<file path="src/rtl/snoop_pkg.sv">
// Shared encodings for the snooping MSI cache node: line states, bus commands, controller states.
package snoop_pkg;

    typedef enum logic [1:0] {
        MSI_I = 2'b00,
        MSI_S = 2'b01,
        MSI_M = 2'b10
    } msi_t;

    localparam logic [1:0] CMD_WB    = 2'b00;
    localparam logic [1:0] CMD_RMISS = 2'b01;
    localparam logic [1:0] CMD_WMISS = 2'b10;
    localparam logic [1:0] CMD_INV   = 2'b11;

    typedef enum logic [2:0] {
        IDLE,
        LOOKUP,
        WB_VICTIM,
        MISS_REQ,
        WAIT_FILL,
        INV_REQ,
        FINISH
    } state_t;

endpackage

</file>
<file path="src/rtl/cache_line_array.sv">
// Direct-mapped line storage: two combinational read ports, one local write port and
// one snoop state-update port; the snoop update wins when both target the same line.
module cache_line_array
    import snoop_pkg::*;
#(
    parameter  int ADDR_W = 3,
    parameter  int DATA_W = 4,
    parameter  int LINES  = 2,
    localparam int IDX_W  = $clog2(LINES)
) (
    input  logic              clock,
    input  logic              reset,
    input  logic [IDX_W-1:0]  lk_idx,
    output logic [1:0]        lk_state,
    output logic [ADDR_W-1:0] lk_tag,
    output logic [DATA_W-1:0] lk_data,
    input  logic [IDX_W-1:0]  sn_idx,
    output logic [1:0]        sn_state,
    output logic [ADDR_W-1:0] sn_tag,
    output logic [DATA_W-1:0] sn_data,
    input  logic              wr_en,
    input  logic [IDX_W-1:0]  wr_idx,
    input  logic [1:0]        wr_state,
    input  logic [ADDR_W-1:0] wr_tag,
    input  logic [DATA_W-1:0] wr_data,
    input  logic              sn_upd,
    input  logic [1:0]        sn_upd_state
);

    logic [1:0]        st_q  [LINES];
    logic [ADDR_W-1:0] tag_q [LINES];
    logic [DATA_W-1:0] dat_q [LINES];

    assign lk_state = st_q[lk_idx];
    assign lk_tag   = tag_q[lk_idx];
    assign lk_data  = dat_q[lk_idx];
    assign sn_state = st_q[sn_idx];
    assign sn_tag   = tag_q[sn_idx];
    assign sn_data  = dat_q[sn_idx];

    always_ff @(posedge clock) begin
        if (reset) begin
            for (int i = 0; i < LINES; i++) begin
                st_q[i]  <= MSI_I;
                tag_q[i] <= '0;
                dat_q[i] <= '0;
            end
        end else begin
            if (wr_en && !(sn_upd && sn_idx == wr_idx)) begin
                st_q[wr_idx]  <= wr_state;
                tag_q[wr_idx] <= wr_tag;
                dat_q[wr_idx] <= wr_data;
            end
            if (sn_upd)
                st_q[sn_idx] <= sn_upd_state;
        end
    end

endmodule

</file>
<file path="src/rtl/snoop_cache_node.sv">
// One node of a snooping MSI cache: serves local read/write requests over a shared bus
// and reacts to other nodes' bus traffic in every controller state.
module snoop_cache_node
    import snoop_pkg::*;
#(
    parameter int ADDR_W = 3,
    parameter int DATA_W = 4,
    parameter int LINES  = 2
) (
    input  logic              clock,
    input  logic              reset,
    input  logic              execute_instruction,
    input  logic              instruction,
    input  logic [ADDR_W-1:0] address,
    input  logic [DATA_W-1:0] data_in,
    output logic [DATA_W-1:0] data_out,
    output logic              done,
    output logic              bus_out_valid,
    output logic [1:0]        bus_out_cmd,
    output logic [ADDR_W-1:0] bus_out_addr,
    output logic [DATA_W-1:0] bus_out_data,
    input  logic              bus_in_valid,
    input  logic [1:0]        bus_in_cmd,
    input  logic [ADDR_W-1:0] bus_in_addr,
    input  logic [DATA_W-1:0] bus_in_data,
    input  logic              bus_in_reply,
    output logic              snoop_wb,
    output logic [ADDR_W-1:0] snoop_wb_addr,
    output logic [DATA_W-1:0] snoop_wb_data
);

    localparam int IDX_W = $clog2(LINES);

    state_t state, state_n;

    logic              req_wr;
    logic [ADDR_W-1:0] req_addr;
    logic [DATA_W-1:0] req_data;

    logic [IDX_W-1:0]  idx, sn_idx;
    logic [1:0]        lk_state, sn_state;
    logic [ADDR_W-1:0] lk_tag, sn_tag;
    logic [DATA_W-1:0] lk_data, sn_data;

    logic              wr_en;
    logic [1:0]        wr_state;
    logic [ADDR_W-1:0] wr_tag;
    logic [DATA_W-1:0] wr_data;

    logic              snoop_act, sn_hit, sn_upd, sn_wb, lk_hit, lk_stall;
    logic [1:0]        sn_new;

    assign idx    = req_addr[IDX_W-1:0];
    assign sn_idx = bus_in_addr[IDX_W-1:0];

    cache_line_array #(.ADDR_W(ADDR_W), .DATA_W(DATA_W), .LINES(LINES)) u_lines (
        .clock       (clock),
        .reset       (reset),
        .lk_idx      (idx),
        .lk_state    (lk_state),
        .lk_tag      (lk_tag),
        .lk_data     (lk_data),
        .sn_idx      (sn_idx),
        .sn_state    (sn_state),
        .sn_tag      (sn_tag),
        .sn_data     (sn_data),
        .wr_en       (wr_en),
        .wr_idx      (idx),
        .wr_state    (wr_state),
        .wr_tag      (wr_tag),
        .wr_data     (wr_data),
        .sn_upd      (sn_upd),
        .sn_upd_state(sn_new)
    );

    // Fill replies are not snooped; they only complete our own outstanding read miss.
    assign snoop_act = bus_in_valid && !bus_in_reply;
    assign sn_hit    = snoop_act && sn_state != MSI_I && sn_tag == bus_in_addr;
    assign lk_hit    = lk_state != MSI_I && lk_tag == req_addr;
    assign lk_stall  = snoop_act && sn_idx == idx;

    always_comb begin
        sn_upd = 1'b0;
        sn_new = MSI_I;
        sn_wb  = 1'b0;
        if (sn_hit) begin
            case (bus_in_cmd)
                CMD_RMISS: if (sn_state == MSI_M) begin
                    sn_upd = 1'b1; sn_new = MSI_S; sn_wb = 1'b1;
                end
                CMD_WMISS: begin
                    sn_upd = 1'b1;
                    sn_wb  = (sn_state == MSI_M);
                end
                CMD_INV: sn_upd = (sn_state == MSI_S);
                default: ;
            endcase
        end
    end

    // A miss invalidates the victim at lookup time, so no snoop can touch this index
    // again until our own fill or write-miss lands there.
    always_comb begin
        state_n  = state;
        wr_en    = 1'b0;
        wr_state = MSI_I;
        wr_tag   = req_addr;
        wr_data  = req_data;
        case (state)
            IDLE:      if (execute_instruction && done) state_n = LOOKUP;
            LOOKUP: if (!lk_stall) begin
                if (lk_hit) begin
                    if (!req_wr)
                        state_n = FINISH;
                    else if (lk_state == MSI_M) begin
                        wr_en = 1'b1; wr_state = MSI_M; state_n = FINISH;
                    end else
                        state_n = INV_REQ;
                end else begin
                    wr_en   = 1'b1;
                    wr_tag  = lk_tag;
                    wr_data = lk_data;
                    state_n = (lk_state == MSI_M) ? WB_VICTIM : MISS_REQ;
                end
            end
            WB_VICTIM: state_n = MISS_REQ;
            MISS_REQ: begin
                if (req_wr) begin
                    wr_en = 1'b1; wr_state = MSI_M; state_n = FINISH;
                end else
                    state_n = WAIT_FILL;
            end
            WAIT_FILL: if (bus_in_reply && bus_in_addr == req_addr) begin
                wr_en = 1'b1; wr_state = MSI_S; wr_data = bus_in_data; state_n = FINISH;
            end
            INV_REQ: begin
                if (sn_upd && sn_idx == idx)
                    state_n = MISS_REQ;
                else begin
                    wr_en = 1'b1; wr_state = MSI_M; state_n = FINISH;
                end
            end
            FINISH:    state_n = IDLE;
            default:   state_n = IDLE;
        endcase
    end

    always_ff @(posedge clock) begin
        if (reset) begin
            state         <= IDLE;
            done          <= 1'b1;
            data_out      <= '0;
            req_wr        <= 1'b0;
            req_addr      <= '0;
            req_data      <= '0;
            bus_out_valid <= 1'b0;
            bus_out_cmd   <= '0;
            bus_out_addr  <= '0;
            bus_out_data  <= '0;
            snoop_wb      <= 1'b0;
            snoop_wb_addr <= '0;
            snoop_wb_data <= '0;
        end else begin
            state <= state_n;
            if (state == IDLE && state_n == LOOKUP) begin
                req_wr   <= instruction;
                req_addr <= address;
                req_data <= data_in;
                done     <= 1'b0;
            end
            if (state == FINISH)
                done <= 1'b1;
            if (state_n == FINISH && state != FINISH)
                data_out <= (state == WAIT_FILL) ? bus_in_data : (req_wr ? req_data : lk_data);

            // Bus messages are one-cycle pulses raised on entry to an emitting state.
            bus_out_valid <= 1'b0;
            bus_out_cmd   <= '0;
            bus_out_addr  <= '0;
            bus_out_data  <= '0;
            if (state_n != state) begin
                case (state_n)
                    WB_VICTIM: begin
                        bus_out_valid <= 1'b1;
                        bus_out_cmd   <= CMD_WB;
                        bus_out_addr  <= lk_tag;
                        bus_out_data  <= lk_data;
                    end
                    MISS_REQ: begin
                        bus_out_valid <= 1'b1;
                        bus_out_cmd   <= req_wr ? CMD_WMISS : CMD_RMISS;
                        bus_out_addr  <= req_addr;
                        bus_out_data  <= req_wr ? req_data : '0;
                    end
                    INV_REQ: begin
                        bus_out_valid <= 1'b1;
                        bus_out_cmd   <= CMD_INV;
                        bus_out_addr  <= req_addr;
                    end
                    default: ;
                endcase
            end

            snoop_wb <= sn_wb;
            if (sn_wb) begin
                snoop_wb_addr <= sn_tag;
                snoop_wb_data <= sn_data;
            end
        end
    end

endmodule

</file>
<file path="config.mk">
export PLATFORM = sky130hd
export DESIGN_NAME = snoop_cache_node
export DESIGN_NICKNAME = d
export VERILOG_FILES = /design/src/rtl/snoop_pkg.sv /design/src/rtl/cache_line_array.sv /design/src/rtl/snoop_cache_node.sv
export SDC_FILE = /design/constraint.sdc
export NUM_CORES = 1
export LEC_CHECK = 0
export BUFFER_PORTS_ARGS = -buffer_cell sky130_fd_sc_hd__buf_2
export CORE_MARGIN = 2
export CORE_UTILIZATION = 44
export DETAILED_ROUTE_END_ITERATION = 6
export HOLD_SLACK_MARGIN = 0.05
export PLACE_DENSITY = 0.67
export SYNTH_ARGS = -nofsm -noshare
export SYNTH_HDL_FRONTEND = slang
export SYNTH_SLANG_ARGS = --single-unit
</file>
<file path="constraint.sdc">
create_clock -name clock -period 2.88 [get_ports clock]
set_clock_uncertainty 0.2 [all_clocks]
set_input_delay 0.288 -clock clock [delete_from_list [all_inputs] [get_ports clock]]
set_output_delay 0.288 -clock clock [all_outputs]
set_load 0.01 [all_outputs]
</file>
**Yosys cells after proc, flatten, opt, wreduce, memory -nomap -nowiden**

Memory sizes are Yosys's and may differ from the RTL's. A register that Yosys moved wholly into a read port is not among the register bits.
Cells that the tools add are included.

- Register bits after elaboration: 30
- Memory bits (writable): 18
- Input bits: 22
- Output and inout bits: 23
- Word-level logic and storage cells: 138
- Memories: 3

Memories:

| memory | depth | width | read ports | clocked after memory_dff | wr ports | RTL line | RTL |
|---|---|---|---|---|---|---|---|
| u_lines.dat_q | 2 | 4 | 2 | 2 | 2 | cache_line_array.sv:32 | `logic [DATA_W-1:0] dat_q [LINES];` |
| u_lines.tag_q | 2 | 3 | 2 | 1 | 2 | cache_line_array.sv:31 | `logic [ADDR_W-1:0] tag_q [LINES];` |
| u_lines.st_q | 2 | 2 | 2 | 1 | 2 | cache_line_array.sv:30 | `logic [1:0] st_q [LINES];` |

- Equality and inequality tests: 23
- Muxes and demuxes: 75
- Bitwise operators: 1
- Reduce and logical (&&, ||, !) cells: 24

Operators by type and width:

| kind | count |
|---|---|
| $mux W1 | 38 |
| $mux W4 | 7 |
| $mux W3 | 9 |
| $mux W2 | 12 |
| $pmux W3 S6 | 1 |
| $pmux W4 S2 | 2 |
| $eq A3 B3 Y1 const B | 5 |
| $eq A3 B2 Y1 const B | 4 |
| $logic_and A1 B1 Y1 | 11 |
| $reduce_or A2 Y1 | 5 |
| $eq A3 B3 Y1 | 3 |
| $eq A2 B2 Y1 const B | 4 |
| $pmux W2 S4 | 1 |
| $eq A3 B1 Y1 const B | 2 |
| $pmux W3 S2 | 1 |
| $reduce_or A3 Y1 | 2 |
| $eq A2 B1 Y1 const B | 2 |
| $pmux W1 S4 | 1 |
| $pmux W2 S2 | 1 |
| $reduce_bool A2 Y1 | 2 |
| $reduce_or A4 Y1 | 1 |
| $logic_not A3 Y1 | 1 |
| $ne A3 B3 Y1 | 1 |
| $ne A3 B3 Y1 const B | 1 |
| other kinds (5) | 6 |

**Longest topological paths before layout**

- Depth after elaboration: 14
- Depth in mapped cells: 10
- Gate-level depth less buffers: 8

**By module**

From an unflattened synthesis, not the netlist that was laid out.

- Cells, all modules: 320
- Area total of the unflattened synthesis: 2949.1 um2

By module, submodules not included:

| module | instances | cells each | area each (um2) | seq. area each (um2) |
|---|---|---|---|---|
| snoop_cache_node | 1 | 237 | 1901.8 | 680.7 |
| cache_line_array | 1 | 83 | 1047.3 | 540.5 |

**Least setup slack after synthesis**

OpenSTA, ideal clock, no wires.

- Path type: register to register
- From: reg with a tool-made name
- To: mem u_lines.dat_q[1][0] (enable)
- Setup time: 295 ps
- Arrival: 2183 ps
- Data required time: 2385 ps
- Path slack: 203 ps
- Stages on the path, launching flop included: 9
- Path buffers: 2
- Period minus slack after synthesis: 2677 ps
- Cells stage by stage: dfxtp_1 -> buf_2 -> nor3_1 -> a21o_1 -> nor4_1 -> a21oi_1 -> o2111ai_1 -> clkbuf_1 -> nand2_1

RTL lines:

| item | RTL line |
|---|---|
| end, declared | cache_line_array.sv:32 |

==> results.rst <==
.. list-table::
   :header-rows: 1

   * - Metric
     - Value
   * - Result of the run
     - complete, no violations
   * - Routability Congestion
     - slightly above 0.9
   * - Via count
     - ~2,700
   * - Maximum number of pins on one net before global-route repair
     - 29
   * - Most frequent standard cell in the layout excluding fill and tap cells
     - sky130_fd_sc_hd__nor2_1
   * - Post-synth cell types
     - 62
   * - Comb pwr share
     - 0.459
   * - Final core occ
     - 0.559
   * - Worst Setup End Kind
     - register
   * - Compound-Gate Fraction of Synth Area
     - 0.198
   * - Full die area
     - between 7000 and 8000 um2
   * - Internal
     - around 1500 uW
   * - Initial DRT Pass Iterations
     - 4
   * - Leakage Power
     - approximately 0.0015 uW
   * - Crit path kind
     - register to register
   * - Post-synth EDFFs
     - 16
   * - Filler cell count in the final layout
     - ~610
   * - Number of remaining DRC errors
     - 0
   * - I/O pin total
     - 45
   * - Data arrival, critical path
     - approximately 2.8 ns
   * - Clk pin slew, worst setup/hold paths
     - roughly 0.1 ns
   * - Part of the power in registers
     - 0.379
   * - Post-Synth XOR/XNOR Area
     - 0.0358
   * - Master of the slowest instance on the critical path
     - sky130_fd_sc_hd__a2111oi_4
   * - Hold crit path type
     - input port to register
   * - Number of flip-flops and latches in the synthesized netlist
     - 53
   * - Number of slew-limit violations in the final report
     - 0
   * - # H-tree levels
     - 2
   * - Post-DRT Antenna Nets
     - 0
   * - First-pass GRT wire length
     - between 10 and 15 mm
   * - Worst-margin pin slew
     - roughly 0.76 ns
   * - Async set or reset register ratio after synthesis
     - 0
   * - Time the final worst path needs with I/O delays and setup
     - roughly 2.8 ns
   * - Clock Sink Count
     - between 50 and 60
   * - Most used cell, CP
     - sky130_fd_sc_hd__a2111oi_4
   * - Unrepaired setup endpoints after global routing
     - true
   * - Power per standard cell area
     - a little over 700 nW/um2
   * - Number of global-route vias before repair
     - around 2,500
   * - Yosys warning count
     - 0
   * - Number of setup violations in the final report
     - 0
   * - Relative slew margins
     - 0.491
   * - TritonCTS clock tree
     - built
   * - Critical-path maximum fanout
     - 4
   * - Effective utilization at floorplan
     - 0.460
   * - Total clock buffers created by CTS
     - 5
   * - Hold Slack
     - ~0.052 ns
   * - Cells traversed along the worst timing path
     - or3b_1 > a21bo_1 > a2111oi_4 > a21boi_2 > o2111a_1 > or2_1 > a2111oi_4
   * - Power share of the clock group
     - 0.162
   * - Syn nets
     - 339
   * - Sort of element at the start of the critical path
     - register
   * - Dominant combinational cell family by area after synthesis
     - compound AO/OA/AOI/OAI gates
   * - Netlist area before placement
     - 2970 um2
   * - Peak ir drop on the vdd network
     - 0.000390 V
   * - Primary flip-flop cell chosen by synthesis mapping
     - sky130_fd_sc_hd__dfxtp_1
   * - Height of the die
     - 86.2 um
   * - Clock root buffer master
     - sky130_fd_sc_hd__clkbuf_8
   * - Core region area
     - about 6500 um2
   * - GR Util All Layers
     - 0.204
   * - Post-route non-filler standard cell count
     - 464
   * - Grt ovf
     - 0
   * - HPWL after detailed placement
     - between 5 and 6 mm
   * - Peak clock frequency supported by timing
     - around 360 MHz
   * - Adder and majority gate portion of the synthesized area
     - 0.0168
   * - Switch Pwr
     - 1030 uW
   * - Antenna violations before repair
     - 0
   * - Switching Fraction
     - 0.405
   * - Count of input and output buffers
     - 44
   * - Mean instance size in the synthesized netlist
     - about 9.5 um2
   * - Initial DRC count
     - between 150 and 200
   * - Share of cell area taken by muxes after synthesis
     - 0.0931
   * - Avg WL per Cell
     - between 15 and 20 um
   * - Fraction of final layout cells sized beyond drive strength 1
     - 0.274
   * - Vias per cell
     - between 5 and 6
   * - Antenna diode count
     - 0
   * - Number of post-CTS setup repair buffers
     - 0
   * - Instance count of the mapped netlist
     - between 300 and 400
   * - Die X-Extent
     - about 86 um
   * - Crit path largest cell delay
     - 0.48 ns
   * - Maximum capacitance violations
     - 0
   * - Synth Area in Simple Gates
     - 0.196
   * - Period utilization
     - 0.957
   * - Core Rows
     - 29
   * - Placed Cells
     - around 450
   * - Number of nets at the end of the flow
     - ~410
   * - Number of buffers on the longest clock path
     - 2
   * - Detailed Route WL
     - 7.51 mm
   * - Most frequent cells in the layout
     - 53 x sky130_fd_sc_hd__nor2_1, 44 x sky130_fd_sc_hd__buf_2, 36 x sky130_fd_sc_hd__dfxtp_1
   * - Final TNS setup
     - 0 ns
   * - Endpoints failing hold
     - 0
   * - Sequential-to-total area share from yosys stat
     - 0.411
   * - Area growth from synthesis to layout
     - 21.5%
   * - Required time reported for the critical path endpoint
     - around 2.9 ns
   * - Worst-Skew Late Latency
     - roughly 0.31 ns
## stage by stage
stage | total power [uW] | instance area, um2 | worst slack (ns)
2_1_floorplan | 1770 | 2970 | 0.203
6_report | 2550 | 3610 | 0.123
5_1_grt | 2710 | 3610 | -0.00874
3_5_place_dp | 2100 | 3420 | 0.0792
4_1_cts | 2520 | 3570 | 0.0907
3_3_place_gp | 2090 | 3420 | 0.119
## Yosys cell counts, types with 2 or more instances
| cell type | n | area [um2] |
|---|---|---|
| sky130_fd_sc_hd__xor2_1 | 3 | 26.3 |
| sky130_fd_sc_hd__a32oi_1 | 4 | 35.0 |
| sky130_fd_sc_hd__o41ai_1 | 2 | 17.5 |
| sky130_fd_sc_hd__or4_1 | 5 | 37.5 |
| sky130_fd_sc_hd__buf_2 | 3 | 15.0 |
| sky130_fd_sc_hd__nor4_1 | 3 | 18.8 |
| sky130_fd_sc_hd__o211ai_1 | 2 | 15.0 |
| sky130_fd_sc_hd__nor2_1 | 53 | 199 |
| sky130_fd_sc_hd__nand3_1 | 6 | 30.0 |
| sky130_fd_sc_hd__a21oi_1 | 24 | 120 |
| sky130_fd_sc_hd__a2111oi_4 | 2 | 55.1 |
| sky130_fd_sc_hd__a32o_1 | 3 | 30.0 |
| sky130_fd_sc_hd__nand2b_1 | 4 | 25.0 |
| sky130_fd_sc_hd__ha_1 | 4 | 50.1 |
| sky130_fd_sc_hd__o31ai_1 | 4 | 30.0 |
| sky130_fd_sc_hd__nor2b_1 | 2 | 12.5 |
| sky130_fd_sc_hd__o21ai_0 | 10 | 50.1 |
| sky130_fd_sc_hd__buf_6 | 5 | 56.3 |
| sky130_fd_sc_hd__edfxtp_1 | 16 | 480 |
| sky130_fd_sc_hd__o22ai_1 | 2 | 12.5 |
| sky130_fd_sc_hd__inv_1 | 10 | 37.5 |
| sky130_fd_sc_hd__nand2_1 | 21 | 78.8 |
| sky130_fd_sc_hd__a22o_1 | 4 | 35.0 |
| sky130_fd_sc_hd__xnor2_1 | 6 | 52.6 |
| sky130_fd_sc_hd__a211oi_1 | 2 | 15.0 |
| sky130_fd_sc_hd__dfxtp_1 | 37 | 741 |
| sky130_fd_sc_hd__a21o_1 | 2 | 15.0 |
| sky130_fd_sc_hd__mux2i_1 | 22 | 220 |
| sky130_fd_sc_hd__nand3b_1 | 2 | 15.0 |
| sky130_fd_sc_hd__clkbuf_1 | 7 | 26.3 |
| sky130_fd_sc_hd__nor4_4 | 2 | 42.5 |
| sky130_fd_sc_hd__mux2_2 | 5 | 56.3 |
| sky130_fd_sc_hd__nor3_1 | 7 | 35.0 |
## final cells by class
cell class	instances	area (um2)	share of cell area
Clock inverter	3	17.5	0.00485
Multi-Input combinational cell	233	1640	0.454
Timing Repair Buffer	82	523	0.145
Clock buffer	5	68.8	0.0191
Tap cell	77	96.3	0.0267
Inverter	11	41.3	0.0114
Sequential cell	53	1220	0.339
## state kept, by name (all words and copies together) (netlist names), 3 cells and up, named ones only
| register | count |
|---|---|
| u_lines.tag_q | 6 |
| req_data | 4 |
| bus_out_data | 4 |
| snoop_wb_data | 4 |
| bus_out_addr | 3 |
| snoop_wb_addr | 3 |
| u_lines.st_q | 4 |
| state | 3 |
| u_lines.dat_q | 8 |
| data_out | 4 |
| req_addr | 3 |
## power by group through the flow
stage	logic, uW	registers [uW]	clock network (uW)
CTS	1130	959	428
detailed placement	1120	976	0
global route	1280	978	453
global placement	1110	976	0
floorplan	834	940	0
finish	1170	965	411
## timing repair
| action | 4_1_cts | 5_1_grt |
|---|---|---|
| setup endpoints to repair | 0 | 26 |
| hold endpoints to repair | 7 | 0 |
| gates resized for setup | 0 | 7 |
| hold buffers | 7 | 0 |
## path summary, 6_finish.rpt
kind | from | cells after the start | slack (ns) | end
worst max-delay path | u_lines.st_q[0][0] | 7 | 0.12 | bus_out_cmd[0]
worst min-delay path | address[0] | 3 | 0.05 | req_addr[0]
worst max register to register | u_lines.st_q[0][0] | 7 | 0.12 | bus_out_cmd[0]
worst min register to register | data_out[0] | 2 | 0.28 | data_out[0]
## critical path, delay by kind of cell (launching register included)
family           cells  cell delay (ns)
AO/OA/AOI/OAI        5             1.40
AND/OR/NAND/NOR      2             0.67
flip-flops           1             0.39
## metal layers
layer  vias to the layer above  routed length (um)  global-route usage
li1                       1293                   -                   -
met1                      1291                3400               0.274
met2                        79                3640               0.345
met3                         8                 376              0.0267
met4                         0                  93              0.0639
met5                         -                   0                   0
## kinds of logic after synthesis
logic type               Yosys count
AO/OA/AOI/OAI                     77
XOR/XNOR                          10
adder cells (fa/ha/maj)            4
buffers and inverters             27
flip-flops                        53
multiplexers                      27
AND/OR/NAND/NOR                  115
Note: power is estimated with default switching activity, not from simulation.
